$ cat src/rtl/n1_core.sv
// -----------------------------------------------------------------------------
// n1_core -- accumulator-style 8-bit execution core.
//
// Multi-cycle FSM that fetches one- and two-byte instructions from program RAM.
// It reads and writes data RAM through a single-port request interface, with
// at most one access in flight at any time.
//
// Ports
//   clk        system clock, all state changes on the rising edge
//   rst_n      asynchronous active-low reset
//   run        start request, sampled only in IDLE and HALT
//   mem_req    one-cycle access strobe
//   mem_wr     1 = write, 0 = read (meaningful only with mem_req)
//   mem_sel    0 = program RAM, 1 = data RAM
//   mem_addr   access address
//   mem_wdata  write data (always the accumulator)
//   mem_rdata  read data, valid the cycle after a read strobe
//   acc        accumulator
//   flag_z     acc == 0 after the last accumulator update
//   flag_c     carry from ADD / no-borrow from SUB
//   pc         program counter
//   halted     high while in HALT
// -----------------------------------------------------------------------------
module n1_core #(
  parameter  int RAM_BYTES = 64,
  localparam int AW        = $clog2(RAM_BYTES)
) (
  input  logic          clk,
  input  logic          rst_n,
  input  logic          run,
  output logic          mem_req,
  output logic          mem_wr,
  output logic          mem_sel,
  output logic [AW-1:0] mem_addr,
  output logic [7:0]    mem_wdata,
  input  logic [7:0]    mem_rdata,
  output logic [7:0]    acc,
  output logic          flag_z,
  output logic          flag_c,
  output logic [AW-1:0] pc,
  output logic          halted
);

  typedef enum logic [3:0] {
    ST_IDLE,
    ST_F_OP,
    ST_D_OP,
    ST_F_ARG,
    ST_D_ARG,
    ST_RD,
    ST_EX,
    ST_WR,
    ST_HALT
  } state_t;

  // Opcodes C-E have no name: they fall into the NOP path through the
  // default branches below.
  typedef enum logic [3:0] {
    OP_NOP = 4'h0,
    OP_LDI = 4'h1,
    OP_LDA = 4'h2,
    OP_STA = 4'h3,
    OP_ADD = 4'h4,
    OP_SUB = 4'h5,
    OP_AND = 4'h6,
    OP_OR  = 4'h7,
    OP_XOR = 4'h8,
    OP_JMP = 4'h9,
    OP_JZ  = 4'hA,
    OP_JNZ = 4'hB,
    OP_HLT = 4'hF
  } opcode_t;

  state_t        state;
  opcode_t       opcode;
  logic [AW-1:0] operand;

  // Increment modulo RAM_BYTES; also correct when RAM_BYTES is not a power
  // of two, where the natural binary wrap would overshoot the memory.
  function automatic logic [AW-1:0] pc_inc(input logic [AW-1:0] p);
    return (p == AW'(RAM_BYTES - 1)) ? '0 : p + AW'(1);
  endfunction

  // Two-byte opcodes need an operand fetch; everything else is one byte.
  function automatic logic has_arg(input logic [3:0] op);
    case (op)
      OP_LDI, OP_LDA, OP_STA, OP_ADD, OP_SUB,
      OP_AND, OP_OR,  OP_XOR, OP_JMP, OP_JZ, OP_JNZ: return 1'b1;
      default:                                      return 1'b0;
    endcase
  endfunction

  // ---------------------------------------------------------------------------
  // Datapath for the EX state: result and carry computed from the data byte
  // returned by the RD access.
  // ---------------------------------------------------------------------------
  logic [8:0] add_sum;
  logic [8:0] sub_sum;
  logic [7:0] alu_res;
  logic       alu_c;

  assign add_sum = {1'b0, acc} + {1'b0, mem_rdata};
  // Two's-complement subtract; bit 8 set means no borrow occurred.
  assign sub_sum = {1'b0, acc} + {1'b0, ~mem_rdata} + 9'd1;

  // NOTE: every output of a combinational block gets a default first, so no
  // path through the case leaves it unassigned and no latch is inferred.
  always_comb begin
    alu_res = mem_rdata;
    alu_c   = flag_c;
    case (opcode)
      OP_ADD: {alu_c, alu_res} = add_sum;
      OP_SUB: {alu_c, alu_res} = sub_sum;
      OP_AND: alu_res = acc & mem_rdata;
      OP_OR:  alu_res = acc | mem_rdata;
      OP_XOR: alu_res = acc ^ mem_rdata;
      default: ;  // LDA: plain load of the data byte
    endcase
  end

  // ---------------------------------------------------------------------------
  // Memory request decode: purely a function of state and registers.
  // ---------------------------------------------------------------------------
  always_comb begin
    mem_req  = 1'b0;
    mem_wr   = 1'b0;
    mem_sel  = 1'b0;
    mem_addr = '0;
    case (state)
      ST_F_OP, ST_F_ARG: begin
        mem_req  = 1'b1;
        mem_addr = pc;
      end
      ST_RD: begin
        mem_req  = 1'b1;
        mem_sel  = 1'b1;
        mem_addr = operand;
      end
      ST_WR: begin
        mem_req  = 1'b1;
        mem_wr   = 1'b1;
        mem_sel  = 1'b1;
        mem_addr = operand;
      end
      default: ;
    endcase
  end

  assign mem_wdata = acc;

  // ---------------------------------------------------------------------------
  // Control FSM and architectural state.
  // ---------------------------------------------------------------------------
  // NOTE: sequential state uses non-blocking assignments only, so every
  // register sees the pre-edge values of the others regardless of order.
  always_ff @(posedge clk or negedge rst_n) begin
    if (!rst_n) begin
      state   <= ST_IDLE;
      opcode  <= OP_NOP;
      operand <= '0;
      pc      <= '0;
      acc     <= '0;
      flag_z  <= 1'b1;
      flag_c  <= 1'b0;
      halted  <= 1'b0;
    end else begin
      case (state)
        ST_IDLE: begin
          if (run) begin
            pc    <= '0;
            state <= ST_F_OP;
          end
        end

        ST_F_OP: state <= ST_D_OP;

        ST_D_OP: begin
          opcode <= opcode_t'(mem_rdata[7:4]);
          pc     <= pc_inc(pc);
          if (mem_rdata[7:4] == OP_HLT) begin
            state  <= ST_HALT;
            halted <= 1'b1;
          end else if (has_arg(mem_rdata[7:4])) begin
            state <= ST_F_ARG;
          end else begin
            state <= ST_F_OP;
          end
        end

        ST_F_ARG: state <= ST_D_ARG;

        ST_D_ARG: begin
          operand <= mem_rdata[AW-1:0];
          pc      <= pc_inc(pc);
          state   <= ST_F_OP;
          case (opcode)
            OP_LDI: begin
              acc    <= mem_rdata;
              flag_z <= (mem_rdata == 8'h00);
            end
            // A taken jump overrides the increment above (last NBA wins).
            OP_JMP: pc <= mem_rdata[AW-1:0];
            OP_JZ:  if (flag_z)  pc <= mem_rdata[AW-1:0];
            OP_JNZ: if (!flag_z) pc <= mem_rdata[AW-1:0];
            OP_STA: state <= ST_WR;
            default: state <= ST_RD;  // LDA and ALU ops
          endcase
        end

        ST_RD: state <= ST_EX;

        ST_EX: begin
          acc    <= alu_res;
          flag_z <= (alu_res == 8'h00);
          flag_c <= alu_c;
          state  <= ST_F_OP;
        end

        ST_WR: state <= ST_F_OP;

        ST_HALT: begin
          if (!run) begin
            state  <= ST_IDLE;
            halted <= 1'b0;
          end
        end

        default: begin
          state  <= ST_IDLE;
          halted <= 1'b0;
        end
      endcase
    end
  end

endmodule
$ cat config.mk
export PLATFORM = sky130hd
export DESIGN_NAME = n1_core
export DESIGN_NICKNAME = d
export VERILOG_FILES = /design/src/rtl/n1_core.sv
export SDC_FILE = /design/constraint.sdc
export NUM_CORES = 1
export LEC_CHECK = 0
export BUFFER_PORTS_ARGS = -buffer_cell sky130_fd_sc_hd__buf_4
export CORE_MARGIN = 8
export CORE_UTILIZATION = 35
export DETAILED_ROUTE_END_ITERATION = 8
export GPL_TIMING_DRIVEN = 0
export MAX_ROUTING_LAYER = met4
export PLACE_DENSITY = 0.63
export SYNTH_ARGS = -nofsm -noshare
export SYNTH_HDL_FRONTEND = slang
export SYNTH_SLANG_ARGS = --single-unit
$ cat constraint.sdc
create_clock -name clk -period 2.4 [get_ports clk]
set_clock_uncertainty 0.2 [all_clocks]
set_input_delay 0.12 -clock clk [delete_from_list [all_inputs] [get_ports clk]]
set_output_delay 0.12 -clock clk [all_outputs]
set_load 0.01 [all_outputs]
Word-level counts from Yosys, hierarchy flattened --
Memories as Yosys holds them, arrays and structs flattened. Index checks and enable logic that the tools add are counted.
Cells by class: add/sub/neg operators 4, equal/unequal tests 24, reductions and logical operators 17, multiplexer cells 27, bitwise operators 5
Operators by type and width (count):
- one-hot mux 8 bit (5 select lines) | 1
- one-hot mux 6 bit (3 select lines) | 2
- equality test 4 x 3 -> 1 bit, second input constant | 8
- one-hot mux 4 bit (8 select lines) | 1
- equality test 4 bit, second input constant | 6
- two-way mux 6 bit | 4
- adder 8 x 8 -> 9 bit | 2
- zero test 8 bit | 2
- one-hot mux 8 bit (2 select lines) | 1
- equality test 4 x 2 -> 1 bit, second input constant | 3
- two-way mux 4 bit | 3
- one-hot mux 6 bit (2 select lines) | 1
- adder 9 x 1 -> 9 bit, second input constant | 1
- AND 8 bit | 1
- equality test 4 x 1 -> 1 bit, second input constant | 2
- two-way mux 1 bit | 8
- two-way mux 8 bit | 1
- inverter 8 bit | 1
- OR 8 bit | 1
- AND reduction 2 bit | 4
- OR reduction 4 bit | 2
- XOR 8 bit | 1
- OR reduction 7 bit | 1
- adder 6 x 1 -> 6 bit, second input constant | 1
- 13 further kinds | 19
Word-level totals: memories 1, output and inout bits 34, input port bits 11, register bits 31, ROM bits 16, logic and storage cells 86
Memory list:
- (no name shown) | words 16, width 1, read ports 1, clocked after memory_dff 0, wr ports 0, line 86 | case (op)

Depth between registers and ports, before layout --
depth in word-level cells 6, depth in mapped cells 9, depth with buffers taken out 9

Worst setup path before layout --
Ideal clock, no wire load.
path type register -> register, start point register acc[2], end point register flag_z, required time 2.138 ns, clock period less this slack 2.460 ns, path slack -0.060 ns, buffers on the path 1, stages on the path, launching flop included 10, setup time 0.062 ns, data arrival time 2.198 ns, cells stage by stage dfrtp_1 -> inv_1 -> ha_1 -> buf_2 -> nor3_1 -> o311ai_0 -> a41oi_1 -> a31oi_1 -> o32ai_1 -> a41o_1
On the way: longest elaborated chain between the ends 5, elaborated cells on any way between the ends 9, those cells by class 3 x add/sub; 2 x mux; 3 x bitwise; 1 x reduce/logical
RTL lines:
- from (decl) | line 37 | output logic [7:0] acc,
- from (signal assigned) | line 198 | acc <= mem_rdata;
- from (signal assigned) | line 213 | acc <= alu_res;
- adder 8 x 8 -> 9 bit | line 104 | assign sub_sum = {1'b0, acc} + {1'b0, ~mem_rdata} + 9'd1;
- adder 9 x 1 -> 9 bit | line 104
- one-hot mux 8 bit (5 select lines) (*) | line 111 | case (opcode)
- zero test 8 bit (*) | line 214 | flag_z <= (alu_res == 8'h00);
- one-hot mux 1 bit (2 select lines) (*) | line 167 | case (state)
- to (signal assigned) | line 199 | flag_z <= (mem_rdata == 8'h00);
- to (signal assigned) | line 214
- to (decl) | line 38 | output logic flag_z,
Mark *: on every way between the ends. The rest lies on a longest branch, timed or not. A chain may end at the register's enable or synchronous reset.

Worst setup path in the final report --
start point register opcode[2], end point register flag_z
On the way: longest elaborated chain between the ends 4, elaborated cells on any way between the ends 11, those cells by class 7 x eq/ne; 2 x mux; 2 x reduce/logical
RTL lines:
- from (decl) | line 75 | opcode_t opcode;
- from (signal assigned) | line 178 | opcode <= opcode_t'(mem_rdata[7:4]);
- equality test 4 bit / equality test 4 x 3 -> 1 bit (equally long branches) | line 111
- one-hot mux 8 bit (5 select lines) | line 111
- zero test 8 bit | line 214
- one-hot mux 1 bit (2 select lines) | line 167
Parallel ways exist; a longest one is shown, timed or not.

==> results_dict.tcl <==
set metrics [dict create \
    synth-warning-count 0 \
    syn_area_per_cell_um2 8.032 \
    place_congestion 0.9166 \
    wl_um 10320 \
    crit_path_max_fanout 10 \
    end_kind "flip-flop" \
    tightest_slew_ns 0.6186 \
    path_clk_slew_ns 0.07 \
    worstPathRequired_ns 2.42 \
    r2r_slack_ns -0.20 \
    dp_slack_ns -0.3909 \
    mostFrequentLayoutCell "buf_4" \
    fmax_ghz 0.3847 \
    clk_path_buf_depth 2 \
    hold_end "state[1]" \
    gr-usage-all-layers_pct 17.37 \
    antenna_found_initial 0 \
    relSlewSlack_pct 58.38 \
    worstSetupStartpointType "flip-flop" \
    cts_num_sinks 31 \
    ys.flop_type "dfrtp_1" \
    grt_pass1_vias 3103 \
    hold_viol 0 \
    nets 493 \
    r2r-start "opcode[2]" \
    syn_nets 412 \
    placed_cells_incl_taps 526 \
    finalCriticalPeriod_ns 2.600 \
    ios 45 \
    p_leak_nw 1.796 \
    drc_errors 0 \
    peakVddDrop_uv 434.7 \
    fin_cells 564 \
    slew_violations 0 \
    place_area_mm2 0.003477 \
    hold_class "input port to flip-flop" \
    period_share_pct 108.3 \
    worstReg2RegEnd "flag_z" \
    fin_area_mm2 0.004173 \
    drv_cap 0 \
    routedWlPerCell_um 18.29 \
    die_h_um 108.6 \
    grt_max_degree 32 \
    holdPathStages 3 \
    io_buffers 44 \
    die_w_um 108.6 \
    cts_tree "built" \
    fin_ws_ns -0.1996 \
    numCtsBuffers 5 \
    grt.overflow.total 0 \
    power_density_mw_per_mm2 1322 \
    fp.dieArea_mm2 0.01180 \
    setup_tns_ns -0.2383 \
    rsz0062_at_grt "true" \
    path_class "flip-flop to flip-flop" \
    nFillCells 814 \
    initial_utilization_pct 35.31 \
    setup_viol 4 \
    ys_types 68 \
    cts.htree.levels 2 \
    syn2layout_area_growth_pct 38.90 \
    syn_area_mm2 0.003004 \
    async_reset_ff_share_pct 100.0 \
    final_antenna_net_count 0 \
    diodes 0 \
    netlist_instances 374 \
    via_count 3274 \
    synth-edff-count 0 \
    ys_seq_elements 31 \
    avgViaCountPerCell 5.805 \
    grt_pass1_wl_um 16000 \
    cp_data_arrival_time_ns 2.62 \
    dpl.hpwl_um 7075 \
    holdCritStartpoint "run" \
    outcome "finished with violations" \
    final_cell_mix "buf_4, nor2_1, o21ai_0, nand2_1" \
    dr.pass1.iters 5 \
    insertion_delay_ns 0.28 \
    ys_seq_area_share_pct 25.86 \
    drive_gt1_share_pct 35.09 \
    cts-root-buf "clkbuf_8" \
    violations "negative setup slack" \
    rows 34 \
    reg2reg_depth 6 \
    drt_iter0_drc 284 \
    core_area_mm2 0.008508 \
]
## kinds of logic after synthesis
kind of cell,synth area share (%)
compound gates,28.53
xor+xnor,0.8748
fa+ha+maj,11.75
buf+inv,8.663
flops,25.86
mux,3.790
simple gates,20.53
## final cells by class
type	count	area, um^2	area share, %
repair buffers	76	594.3	14.24
flip-flops and latches	31	784.5	18.80
well taps	108	135.1	3.238
clock inverters	1	5.005	0.1199
plain buffers	27	181.4	4.348
clock buffers	7	76.32	1.829
inverters	29	108.9	2.609
multi-input cells	285	2287	54.81
## power by group
group / total [W] / internal [W] / switching (W)
sequential: 0.00108 / 0.000772 / 0.000310
combinational: 0.00403 / 0.00188 / 0.00215
clock: 0.000403 / 0.000203 / 0.000200
## how the worst max path moves through the flow
stage               startpoint     end  slack [ns]  cells past startpoint
finish               opcode[2]  flag_z       -0.20                      6
CTS                     acc[0]  flag_z       -0.11                      8
detailed placement      acc[0]  flag_z       -0.39                      9
floorplan               acc[5]  flag_z       0.002                      9
global route         opcode[2]  flag_z       -0.16                      6
global placement        acc[0]  flag_z       -0.39                      9
## critical path: stages, from the launching register on
cell	delay, ns
dfrtp_1	0.43
nand2b_1	0.18
clkbuf_1	0.47
nand2_1	0.46
o22ai_1	0.35
and4_1	0.28
a41o_1	0.17
## routing by layer
| metal | global-route usage [%] | routed length (um) | vias up |
|---|---|---|---|
| li1 | - | - | 1537 |
| met1 | 21.28 | 4426 | 1590 |
| met2 | 27.90 | 4968 | 121 |
| met3 | 2.896 | 647 | 26 |
| met4 | 6.940 | 277 | 0 |
| met5 | - | 0 | - |
## registers in the layout, indices dropped and copies added (netlist names)
register  flops
halted        1
flag_c        1
operand       6
pc            6
opcode        4
flag_z        1
state         4
acc           8
## stage by stage
step	total power [W]	util (%)	hold slack [ns]
4_1_cts	0.004933	45.12	0.007563
6_report	0.005515	49.04	0.04993
5_1_grt	0.005897	49.04	0.08278
3_3_place_gp	0.004117	40.87	-0.1173
2_1_floorplan	0.003115	-	-0.3756
3_5_place_dp	0.004147	40.87	-0.1095
## Yosys cell counts, drive strengths merged (4+ instances only)
cell type / number / area (um^2)
dfrtp: 30 / 750.7
a21o: 6 / 45.04
nor4: 4 / 25.02
a21oi: 22 / 110.1
inv: 29 / 108.9
or3: 4 / 25.02
nand2: 26 / 97.59
nor3: 17 / 85.08
buf: 16 / 102.6
a32oi: 4 / 35.03
mux2i: 8 / 80.08
clkbuf: 13 / 48.80
o21ai: 35 / 186.4
nor2b: 9 / 56.30
nand3: 8 / 40.04
a22oi: 9 / 67.56
ha: 25 / 312.8
nand2b: 5 / 31.28
nor2: 30 / 112.6
o32ai: 8 / 77.58
## timing repair
action	4_1_cts	5_1_grt
endpoints found under the hold margin	44	0
hold buffers	8	0
setup buffers	11	13
setup endpoints to repair	12	10
gates resized for setup	34	52
pin swaps	8	20
cloned	0	0
Note: power is estimated with default switching activity, not from simulation.
